$ cat src/rtl/gnr_attractor_ctrl_if.sv
// Request/result bundle between a host and the gene-regulatory-network attractor controller.
interface gnr_attractor_ctrl_if #(
  parameter int N_NODES = 188,
  parameter int CNT_W   = 16
);
  // start is sampled only while busy is low. The result transfers on the cycle in
  // which res_valid and res_ready are both high; until then the master sees
  // res_valid, meet_iter, period, attractor and timeout held constant.
  logic               start;
  logic [N_NODES-1:0] seed;
  logic               busy;
  logic               res_valid;
  logic               res_ready;
  logic [CNT_W-1:0]   meet_iter;
  logic [CNT_W-1:0]   period;
  logic [N_NODES-1:0] attractor;
  logic               timeout;

  modport master (
    output start, seed, res_ready,
    input  busy, res_valid, meet_iter, period, attractor, timeout
  );

  modport slave (
    input  start, seed, res_ready,
    output busy, res_valid, meet_iter, period, attractor, timeout
  );
endinterface

$ cat src/rtl/gnr_attractor_ctrl.sv
// Sequencer for a Boolean gene-regulatory network: Floyd meet detection from a seed,
// then attractor period measurement, result returned over a valid/ready handshake.
module gnr_attractor_ctrl #(
  parameter int               N_NODES  = 188,
  parameter int               CNT_W    = 16,
  parameter logic [CNT_W-1:0] MAX_ITER = 16'hFFFF
) (
  input  logic                 clk,
  input  logic                 rst,
  gnr_attractor_ctrl_if.slave  bus,
  output logic                 reset_nos,
  output logic [N_NODES-1:0]   init_state,
  output logic                 start_s0,
  output logic                 start_s1,
  input  logic [N_NODES-1:0]   s0_vec,
  input  logic [N_NODES-1:0]   s1_vec,
  output logic [2:0]           dbg_state
);

  typedef enum logic [2:0] {
    S_IDLE   = 3'd0,
    S_LOAD   = 3'd1,
    S_F_A    = 3'd2,
    S_F_B    = 3'd3,
    S_F_CHK  = 3'd4,
    S_P_STEP = 3'd5,
    S_P_CHK  = 3'd6,
    S_DONE   = 3'd7
  } state_t;

  state_t             state;
  logic [CNT_W-1:0]   meet_iter_q;
  logic [CNT_W-1:0]   period_q;
  logic [N_NODES-1:0] attractor_q;
  logic               timeout_q;

  logic [CNT_W-1:0]   meet_inc;
  logic [CNT_W-1:0]   period_inc;
  logic               meet_eq;
  logic               loop_eq;

  // Counters stop at MAX_ITER instead of wrapping.
  assign meet_inc   = (meet_iter_q == MAX_ITER) ? meet_iter_q : meet_iter_q + CNT_W'(1);
  assign period_inc = (period_q == MAX_ITER) ? period_q : period_q + CNT_W'(1);
  assign meet_eq    = (s0_vec == s1_vec);
  assign loop_eq    = (s1_vec == attractor_q);

  always_ff @(posedge clk) begin
    if (rst) begin
      state       <= S_IDLE;
      init_state  <= '0;
      meet_iter_q <= '0;
      period_q    <= '0;
      attractor_q <= '0;
      timeout_q   <= 1'b0;
    end else begin
      case (state)
        S_IDLE: begin
          if (bus.start) begin
            init_state  <= bus.seed;
            meet_iter_q <= '0;
            period_q    <= '0;
            attractor_q <= '0;
            timeout_q   <= 1'b0;
            state       <= S_LOAD;
          end
        end
        S_LOAD: state <= S_F_A;
        S_F_A:  state <= S_F_B;
        S_F_B:  state <= S_F_CHK;
        S_F_CHK: begin
          // Slow copy is k steps in, fast copy 2k steps in.
          meet_iter_q <= meet_inc;
          if (meet_eq) begin
            attractor_q <= s0_vec;
            state       <= S_P_STEP;
          end else if (meet_inc == MAX_ITER) begin
            timeout_q <= 1'b1;
            state     <= S_DONE;
          end else begin
            state <= S_F_A;
          end
        end
        S_P_STEP: state <= S_P_CHK;
        S_P_CHK: begin
          period_q <= period_inc;
          if (loop_eq) begin
            state <= S_DONE;
          end else if (period_inc == MAX_ITER) begin
            timeout_q <= 1'b1;
            state     <= S_DONE;
          end else begin
            state <= S_P_STEP;
          end
        end
        S_DONE: begin
          if (bus.res_ready) state <= S_IDLE;
        end
        default: state <= S_IDLE;
      endcase
    end
  end

  // Node strobes and status are pure decodes of the registered state.
  assign reset_nos = (state == S_LOAD);
  assign start_s0  = (state == S_F_A) || (state == S_F_B);
  assign start_s1  = (state == S_F_A) || (state == S_F_B) || (state == S_P_STEP);

  assign bus.busy      = (state != S_IDLE);
  assign bus.res_valid = (state == S_DONE);
  assign bus.meet_iter = meet_iter_q;
  assign bus.period    = period_q;
  assign bus.attractor = attractor_q;
  assign bus.timeout   = timeout_q;
  assign dbg_state     = state;

endmodule

$ cat src/flat_wrapper.sv
// flat-port wrapper written by rule: the top's interface ports become plain ports
module gnr_attractor_ctrl_flat 
#(
  parameter int               N_NODES  = 188,
  parameter int               CNT_W    = 16,
  parameter logic [CNT_W-1:0] MAX_ITER = 16'hFFFF
)
  (clk, rst, reset_nos, init_state, start_s0, start_s1, s0_vec, s1_vec, dbg_state, bus_start, bus_seed, bus_res_ready, bus_busy, bus_res_valid, bus_meet_iter, bus_period, bus_attractor, bus_timeout);
  gnr_attractor_ctrl_if #(.N_NODES(N_NODES), .CNT_W(CNT_W)) bus_i ();
  input  logic clk;
  input  logic rst;
  output logic reset_nos;
  output logic [N_NODES-1:0] init_state;
  output logic start_s0;
  output logic start_s1;
  input  logic [N_NODES-1:0] s0_vec;
  input  logic [N_NODES-1:0] s1_vec;
  output logic [2:0] dbg_state;
  input wire logic [$bits(bus_i.start)-1:0] bus_start;
  input wire logic [$bits(bus_i.seed)-1:0] bus_seed;
  input wire logic [$bits(bus_i.res_ready)-1:0] bus_res_ready;
  output wire logic [$bits(bus_i.busy)-1:0] bus_busy;
  output wire logic [$bits(bus_i.res_valid)-1:0] bus_res_valid;
  output wire logic [$bits(bus_i.meet_iter)-1:0] bus_meet_iter;
  output wire logic [$bits(bus_i.period)-1:0] bus_period;
  output wire logic [$bits(bus_i.attractor)-1:0] bus_attractor;
  output wire logic [$bits(bus_i.timeout)-1:0] bus_timeout;
  assign bus_i.start = bus_start;
  assign bus_i.seed = bus_seed;
  assign bus_i.res_ready = bus_res_ready;
  assign bus_busy = bus_i.busy;
  assign bus_res_valid = bus_i.res_valid;
  assign bus_meet_iter = bus_i.meet_iter;
  assign bus_period = bus_i.period;
  assign bus_attractor = bus_i.attractor;
  assign bus_timeout = bus_i.timeout;
  gnr_attractor_ctrl #(.N_NODES(N_NODES), .CNT_W(CNT_W), .MAX_ITER(MAX_ITER)) u_core (.clk(clk), .rst(rst), .bus(bus_i), .reset_nos(reset_nos), .init_state(init_state), .start_s0(start_s0), .start_s1(start_s1), .s0_vec(s0_vec), .s1_vec(s1_vec), .dbg_state(dbg_state));
endmodule
$ cat config.mk
export PLATFORM = sky130hd
export DESIGN_NAME = gnr_attractor_ctrl_flat
export DESIGN_NICKNAME = d
export VERILOG_FILES = /design/src/rtl/gnr_attractor_ctrl_if.sv /design/src/rtl/gnr_attractor_ctrl.sv /design/src/flat_wrapper.sv
export SDC_FILE = /design/constraint.sdc
export NUM_CORES = 1
export LEC_CHECK = 0
export CAP_MARGIN = 20
export CORE_AREA = 2 2 387 389
export DETAILED_ROUTE_END_ITERATION = 8
export DIE_AREA = 0 0 389 391
export GPL_TIMING_DRIVEN = 1
export PLACE_DENSITY_LB_ADDON = 0.2
export SYNTH_ARGS = -nofsm -noshare
export SYNTH_HDL_FRONTEND = slang
export SYNTH_SLANG_ARGS = --single-unit
export TNS_END_PERCENT = 50
$ cat constraint.sdc
create_clock -name clk -period 3.1 [get_ports clk]
set_input_delay 0.93 -clock clk [delete_from_list [all_inputs] [get_ports clk]]
set_output_delay 0.93 -clock clk [all_outputs]
set_load 0.005 [all_outputs]
* After elaboration in Yosys (flattened, before gate mapping)
Cells that the tools add are included.
** Word-level totals
- Register bits after elaboration :: 412
- Input port bits :: 568
- Output and inout bits :: 417
- Logic and storage cells :: 62
** Cells by class
- Add/sub/neg operators :: 2
- Equal/unequal tests :: 20
- Mux-type cells :: 21
- Reduce and logical (&&, ||, !) cells :: 13
** Operator list (count)
- $eq 188x188->1 :: 2
- $mux 188 :: 2
- $pmux 188 s2 :: 1
- $eq 16x16->1 const B :: 4
- $pmux 16 s2 :: 2
- $mux 16 :: 3
- $add 16x1->16 const B :: 2
- $pmux 3 s8 :: 1
- $mux 3 :: 5
- $eq 3x3->1 const B :: 4
- $ne 2x2->1 const B :: 4
- $reduce_and 2->1 :: 4
- $eq 3x2->1 const B :: 2
- $ne 2x1->1 const B :: 3
- $reduce_and 6->1 :: 1
- $reduce_bool 3->1 :: 2
- $mux 1 :: 5
- $reduce_bool 2->1 :: 2
- $eq 3x1->1 const B :: 1
- $logic_not 3->1 :: 1
- $pmux 1 s3 :: 1
- $reduce_and 3->1 :: 1
- $logic_or 1x1->1 :: 2
- $mux 2 :: 1

* Longest topological paths before layout
Gate-level depths: netlist (run 1).
- Word-level depth :: 6
- Depth in mapped cells :: 10
- Depth with buffers taken out :: 9

* Worst setup path before layout (run 1)
No wires, ideal clock.
- Path kind :: in2reg
- From :: input s0_vec[147]
- To :: register u_core.attractor_q[101] (netlist: u_core.bus.attractor[101])
- Library setup time :: 70 ps
- Arrival time :: 3003 ps
- Required time :: 3030 ps
- Setup slack :: 27 ps
- Stages on the path :: 9
- Path buffers :: 1
- Cells stage by stage :: nor2b_1 a2111o_1 a2111oi_2 nand4_1 nor4_2 a31oi_1 clkbuf_1 or3_1 a21oi_1
** On the way
- Cells in the longest elaborated chain, start to end :: 3
** RTL lines
- start, declared :: RTL line flat_wrapper.sv:16 : input logic [N_NODES-1:0] s0_vec;
- $eq 188x188->1 :: RTL line gnr_attractor_ctrl.sv:45 : assign meet_eq = (s0_vec == s1_vec);
- $ne 2x1->1 (no line)
- $reduce_and 3->1 (no line)
- end signal, assigned :: RTL line gnr_attractor_ctrl.sv:75 : attractor_q <= s0_vec;
- end, declared :: RTL line gnr_attractor_ctrl.sv:34 : logic [N_NODES-1:0] attractor_q;
Every way passes these cells.
A chain may end at the register's enable or synchronous reset.

* Final worst setup path (run 1)
- From :: input s1_vec[56]
- To :: register u_core.attractor_q[73] (netlist: u_core.bus.attractor[73])
** On the way
- Cells in the longest elaborated chain, start to end :: 3
** RTL lines
- start, declared :: RTL line flat_wrapper.sv:17 : input logic [N_NODES-1:0] s1_vec;
- $eq 188x188->1 :: RTL line gnr_attractor_ctrl.sv:45
- $ne 2x1->1 (no line)
- $reduce_and 3->1 (no line)
Every way passes these cells.

==> summary.md, run 1 <==
| Metric | Value |
|---|---|
| Routed len/inst | `24.7 µm` |
| Number of global-route vias before repair | `~23000` |
| CTS buffer count | `58` |
| Number of flops mapped to enable cells by yosys | `0` |
| Post-route worst setup slack | `-0.158 ns` |
| Multi-input logic area | `between 10000 and 15000 µm²` |
| Final Cycle Share | `1.05` |
| Mapped Cells | `2495` |
| CP Cell Sequence | `clkdlybuf4s50_1, xor2_1, nor4_2, buf_4, nand4_1, buf_4, nor4_4, buf_4, a31oi_4, buf_4, bufbuf_16, buf_4, nand3b_1, a21oi_1` |
| First-pass GRT wire length | `193 mm` |
| Final wirelength | `145 mm` |
| Setup crit start | `s1_vec[56]` |
| Synth top cells by count | `600 x nand2_1, 412 x dfxtp_1, 396 x a21oi_1, 228 x xor2_1, 180 x nand3b_1` |
| Final Util | `0.261` |
| Async S/R FF share, synth | `0` |
| Yosys reg bits | `~410` |
| Final hold violations | `0` |
| Max Freq | `0.307 GHz` |
| # IOs | `985` |
| Most frequent cell after synthesis | `nand2_1` |
| CP max stage cell | `clkdlybuf4s50_1` |
| WP data required | `3.71 ns` |
| Met2 Use GR | `0.286` |
| Area of the mapped netlist | `~20000 µm²` |
| 1st-iter DRT viols | `~1500` |
| Vias per inst | `~4` |
| CP Capture Type | `flip-flop` |
| Worst Setup Start Kind | `input port` |
| Die area | `152000 µm²` |
| Yosys top cell by area | `dfxtp_1` |
| DP Cell Count | `5714` |
| Non-filler instance count after layout | `5860` |
| Area contributors post-synth | `dfxtp_1 41%, nand2_1 11%, xor2_1 10%` |
| Synthesized net count | `slightly above 3000` |
| Met3 Use GR | `0.0420` |
| Antenna violations before repair | `44` |
| WS Path Type | `in2reg` |
| Worst Tran Pin Value | `0.925 ns` |
| CTS tree | `done` |
| Die span in x | `a little under 400 µm` |
| Total global routing overflow | `0` |
| Status | `finished with violations` |
| Reg area | `roughly 8300 µm²` |
| Residual DRC | `0` |
| Num rows | `142` |
| Final Critical Period | `3.26 ns` |
| Final Skew | `0.0513 ns` |
| CP max stage delay | `0.46 ns` |
| R2R Path End | `u_core.bus.timeout` |
| H-Tree Depth | `2` |
| DRT Pass-1 Iters | `6` |
| Vias | `23700` |
| Bufs on Longest Clock Path | `3` |
| Met1 global-route usage | `0.247` |
| Total Nets Final | `around 4400` |
| Main synth FF type | `dfxtp_1` |
| Ys Warns | `0` |
| CTS root buffer | `clkbuf_16` |
| WHS | `~0.45 ns` |
| Post-DRT Antenna Nets | `0` |
| Clk pin slew, worst setup/hold paths | `0.06 ns` |
| Reg2Reg Launch Point | `u_core.bus.period[0]` |
| Syn avg cell area | `7.98 µm²` |
| Critical path's most frequent cell | `buf_4` |
| I/O Buffers | `984` |
| FF-to-FF path depth | `9` |
| Crit path DAT | `3.86 ns` |
| Power Density | `428 nW/µm²` |
| Core Footprint | `149000 µm²` |
| GPL Wtd Cong | `0.885` |
| CTS sink cnt | `about 400` |
| Sequential-to-total area share from yosys stat | `0.414` |
| Starting Density | `0.134` |
| Synth top area share | `0.414` |
| Violated checks | `setup timing` |
| Worst skew pair latency | `0.68 ns` |
| Die height | `between 300 and 400 µm` |
| Slew HR | `0.381` |
| HP Class | `reg2reg` |
| Filler cell count in the final layout | `16300` |
| DP Wirelength | `116 mm` |
| Grt peak-use layer | `met2` |
| CP endpoint | `u_core.bus.attractor[73]` |
| Tot GR Track Use | `0.180` |
| Yosys cell types | `53` |
| Max Slew Vio Count | `0` |
| Share of cells above drive strength 1 | `0.186` |
| Finish-stage setup viols | `173` |
| Largest net degree at the start of global routing | `102` |
| RSZ-0062 raised after global routing | `true` |
| Max_cap viols | `0` |
| Synth-to-layout area growth | `94.9%` |
| Worst reg2reg setup slack | `0.27 ns` |
| Critical path fanouts, max | `5` |
| Worst IR drop on VDD | `0.407 mV` |
| Leakage | `14.6 nW` |
report_power, final:
group,switching (W),internal (W),leakage (nW),total (W)
clock network,0.00294,0.00382,0.895,0.00676
logic,0.00204,0.00216,10.4,0.00420
registers,0.000126,0.00551,3.35,0.00564
total,0.00510,0.0115,14.6,0.0166
logic make-up after synthesis:
family,share of synthesized area
simple gates,0.257
compound gates,0.133
flops,0.414
xor+xnor,0.157
buf+inv,0.0362
mux,0.00101
fa+ha+maj,0.00126
worst max-delay path, delay by kind of cell:
family,cells,cell delay [ns]
compound gates,2,0.30
xor+xnor,1,0.20
buf+inv,7,1.62
simple gates,4,0.80
how the worst min path moves through the flow:
stage	startpoint	endpoint	slack [ns]	cells past startpoint
floorplan	u_core.bus.timeout	u_core.bus.timeout	0.44	2
global placement	u_core.init_state[180]	u_core.init_state[180]	0.44	2
detailed placement	u_core.bus.timeout	u_core.bus.timeout	0.44	2
CTS	u_core.init_state[27]	u_core.init_state[27]	0.45	2
global route	u_core.init_state[91]	u_core.init_state[91]	0.47	2
finish	u_core.init_state[137]	u_core.init_state[137]	0.45	2
sequential cells by signal (all words and copies together) (netlist names):
signal                flops
u_core.bus.attractor    188
u_core.bus.meet_iter     16
u_core.bus.period        16
u_core.bus.timeout        1
u_core.dbg_state          3
u_core.init_state       188
area by class of cell:
cell class	count	share of cell area
Inverter	25	0.00242
Clock inverter	19	0.00400
Clock buffer	90	0.0436
Tap cell	1944	0.0627
Multi-Input combinational cell	1895	0.310
Sequential cell	412	0.213
Timing Repair Buffer	1457	0.364
Antenna cell	18	0.00116
layout by cell type, fill, tap and decap left out, types with 8 or more instances in the layout:
master,instances
nor4_1,46
a31oi_1,9
buf_12,28
a311oi_1,13
clkbuf_8,12
nand3_1,18
nor2b_1,10
nor2_1,56
clkinv_2,9
dlymetal6s2s_1,15
or3_1,8
xor2_2,13
nand4_1,52
buf_4,404
nand2_1,598
nand3b_1,180
xnor2_1,83
xnor2_4,8
a21oi_2,25
xor2_1,212
clkbuf_16,68
diode_2,18
inv_1,24
xnor2_2,38
clkbuf_1,20
nor4_4,12
a22oi_1,9
clkdlybuf4s50_1,808
dfxtp_1,410
nand2b_1,8
o21ai_0,23
dlygate4sd2_1,138
buf_16,11
nor4_2,20
buf_6,17
a21oi_1,371
nor3_1,9
stage by stage:
step / total power, W / area [µm²] / TNS (ns) / setup slack, ns
5_1_grt: 0.0173 / 38800 / -19.51 / -0.212
2_1_floorplan: 0.00684 / 19900 / 0 / 0.0269
3_3_place_gp: 0.00954 / 35400 / -316.96 / -1.81
4_1_cts: 0.0168 / 38300 / -0.403 / -0.0448
3_5_place_dp: 0.00954 / 35400 / -305.13 / -1.76
6_report: 0.0166 / 38800 / -8.43 / -0.158
layer usage:
layer  wire length [µm]  part of all wire
met1              66300              0.46
met2              65800              0.45
met4               2780             0.019
met3               9830             0.068
met5                103           0.00071
repair_timing:
item | 4_1_cts | 5_1_grt
endpoints found under the setup margin | 196 | 192
hold buffers | 0 | 0
setup buffers | 8 | 1
pin swaps | 77 | 112
gates resized for setup | 335 | 91
gates cloned | 11 | 11
Note: power is estimated with default switching activity, not from simulation.
==> run 2, diff against run 1 <==
SETUP_SLACK_MARGIN = 0.05   (was default)
==> run 2 against run 1 <==
Global-route usage up 0.55 points; the flow still finishes with violations (setup timing); core utilization down 0.17 points; clock skew decreased by 0.017 ns; power fell by 2.0%; sequential power about the same; design area is 0.64% lower; cell count is 0.10% higher; register-to-register slack gained 0.02 ns; maximum frequency increased by 0.69%.
==> summary.md, run 2 (synthesis results as in run 1) <==
| Metric | Value |
|---|---|
| Post-DRT Antenna Nets | `0 (unchanged)` |
| HP Start | `u_core.init_state[14]` |
| Violated checks | `setup timing` |
| Worst IR drop on VDD | `0.417 mV (+2.4%)` |
| Filler cell count in the final layout | `16300 (+0.36%)` |
| Final Util | `0.260 (-0.00167)` |
| Routed len/inst | `25.3 µm (+2.3%)` |
| WS Path Type | `in2reg` |
| Finished Cell Area | `38600 µm² (-0.64%)` |
| DRT Pass-1 Iters | `7 (+1)` |
| Status | `finished with violations` |
| Vias per inst | `4.05 (+0.34%)` |
| First-pass GRT wire length | `197 mm (+1.9%)` |
| GPL Wtd Cong | `0.888 (+0.37%)` |
| Dpl ws | `-1.22 ns (+0.544 ns)` |
| Largest net degree at the start of global routing | `127 (+25%)` |
| HP Class | `reg2reg` |
| Critical path fanouts, max | `6 (+1)` |
| Post-DP Area | `35300 µm² (-0.11%)` |
| Final hold violations | `0 (unchanged)` |
| I/O Buffers | `984 (unchanged)` |
| Total global routing overflow | `0 (unchanged)` |
| H-Tree Depth | `2 (unchanged)` |
| Reg2Reg Launch Point | `u_core.bus.meet_iter[7]` |
| Final Critical Period | `3.24 ns (-0.0222 ns)` |
| Vias | `23800 (+0.44%)` |
| Final Cycle Share | `1.04 (-0.00715)` |
| Die span in x | `389 µm (unchanged)` |
| Multi-input logic area | `12200 µm² (+1.5%)` |
| Worst Setup Start Kind | `input port` |
| Final wirelength | `148 mm (+2.4%)` |
| Num rows | `142 (unchanged)` |
| Post-route worst setup slack | `-0.135 ns (+0.0222 ns)` |
| WP data required | `3.68 ns (-0.03 ns)` |
| Die area | `152000 µm² (unchanged)` |
| RSZ-0062 raised after global routing | `true` |
| Max_cap viols | `0 (unchanged)` |
| CTS tree | `done` |
| Die height | `391 µm (unchanged)` |
| Antenna violations before repair | `66 (+50%)` |
| Starting Density | `0.134 (unchanged)` |
| 1st-iter DRT viols | `1554 (+3.4%)` |
| Residual DRC | `0 (unchanged)` |
| Commonest non-fill, non-tap cell in the layout | `clkdlybuf4s50_1` |
| CTS buffer count | `58 (unchanged)` |
| CTS sink cnt | `412 (unchanged)` |
| Clk pin slew, worst setup/hold paths | `0.06 ns (about the same)` |
| Max Freq | `0.309 GHz (+0.69%)` |
| Synth-to-layout area growth | `93.6%` |
| WHS | `0.452 ns (+0.00134 ns)` |
| Tot GR Track Use | `0.186 (+0.00550)` |
| Core Footprint | `149000 µm² (unchanged)` |
| Worst Tran Pin Value | `0.937 ns (+0.0118 ns)` |
| Share of cells above drive strength 1 | `0.195 (+0.00902)` |
| Setup crit start | `s0_vec[74]` |
| CP Capture Type | `flip-flop` |
| Total Nets Final | `4415 (-0.091%)` |
| Max Slew Vio Count | `0 (unchanged)` |
| Commonest non-fill, non-tap cells in the layout | `714 x clkdlybuf4s50_1, 598 x nand2_1, 411 x buf_4` |
| Bufs on Longest Clock Path | `3 (unchanged)` |
| Power Density | `422 nW/µm² (-1.4%)` |
| # IOs | `985 (unchanged)` |
| Leakage | `14.8 nW (+1.4%)` |
| Crit path DAT | `3.82 ns (-0.04 ns)` |
| Final Skew | `0.0343 ns (-0.0170 ns)` |
| Slew HR | `0.370 (-0.0115)` |
| Finish-stage setup viols | `183 (+5.8%)` |
| Reg area | `8250 µm² (unchanged)` |
| Number of global-route vias before repair | `23400 (+0.43%)` |
| Worst skew pair latency | `0.66 ns (-0.02 ns)` |
| CTS root buffer | `clkbuf_16` |
| DP Wirelength | `121 mm (+4.8%)` |
run 2: changes by cell type in the layout (fill, tap and decap cells not counted), sizes merged, moves of 17 or more:
cell / before / now
dlymetal6s2s: 15 / 37
clkdlybuf4s50: 808 / 714
buf: 467 / 484
diode: 18 / 35
dlygate4sd2: 138 / 164
clkdlybuf4s15: 9 / 34
run 2: worst paths after layout:
check	endpoint	slack, ns	depth (start not counted)
max reg2reg	u_core.dbg_state[0]	0.29	7
max	u_core.bus.attractor[81]	-0.14	12
min	u_core.init_state[14]	0.45	2
min reg2reg	u_core.init_state[14]	0.45	2
run 2: critical path, cell delays in order:
cell and delay (ns):
dlygate4sd2_1 0.30, xor2_1 0.18, nor4_2 0.29, buf_4 0.19, nand4_1 0.37, nor4_4 0.36
buf_4 0.16, a31oi_4 0.22, buf_12 0.23, buf_12 0.13, or3_4 0.32, a21oi_2 0.13
run 2: through the flow:
stage | setup TNS (ns) | cells | power (W)
2_1_floorplan | 0 | 2495 | 0.00684
3_3_place_gp | -265.55 | 5713 | 0.00958
3_5_place_dp | -219.09 | 5715 | 0.00959
4_1_cts | -0.232 | 5826 | 0.0165
5_1_grt | -16.14 | 5850 | 0.0170
6_report | -13.20 | 5866 | 0.0163
run 2: what timing repair did:
action	CTS	global route
resized for setup	503	142
cloned	3	3
setup endpoints to repair	197	193
buffers inserted	8	4
pin swaps	104	89
hold buffers	0	0
run 2: area by class of cell:
type                            count  area share
Clock buffer                       91      0.0448
Clock inverter                     11     0.00165
Antenna cell                       35     0.00227
Sequential cell                   412       0.214
Tap cell                         1944      0.0631
Multi-Input combinational cell   1895       0.317
Timing Repair Buffer             1453       0.355
Inverter                           25     0.00243
run 2: routing by layer:
layer / global-route usage / part of all wire / vias to the layer above
met3: 0.0570 / 0.079 / 201
li1: - / - / 11200
met1: 0.245 / 0.45 / 11500
met4: 0.0566 / 0.026 / 14
met5: 0 / 0.00062 / -
met2: 0.288 / 0.45 / 817
run 2: where the power goes:
group / internal (W) / total, W / switching [W] / leakage, nW
Sequential: 0.00551 / 0.00564 / 0.000124 / 3.35
Combinational: 0.00202 / 0.00406 / 0.00203 / 10.6
Clock: 0.00377 / 0.00658 / 0.00280 / 0.879
Total: 0.0113 / 0.0163 / 0.00496 / 14.8
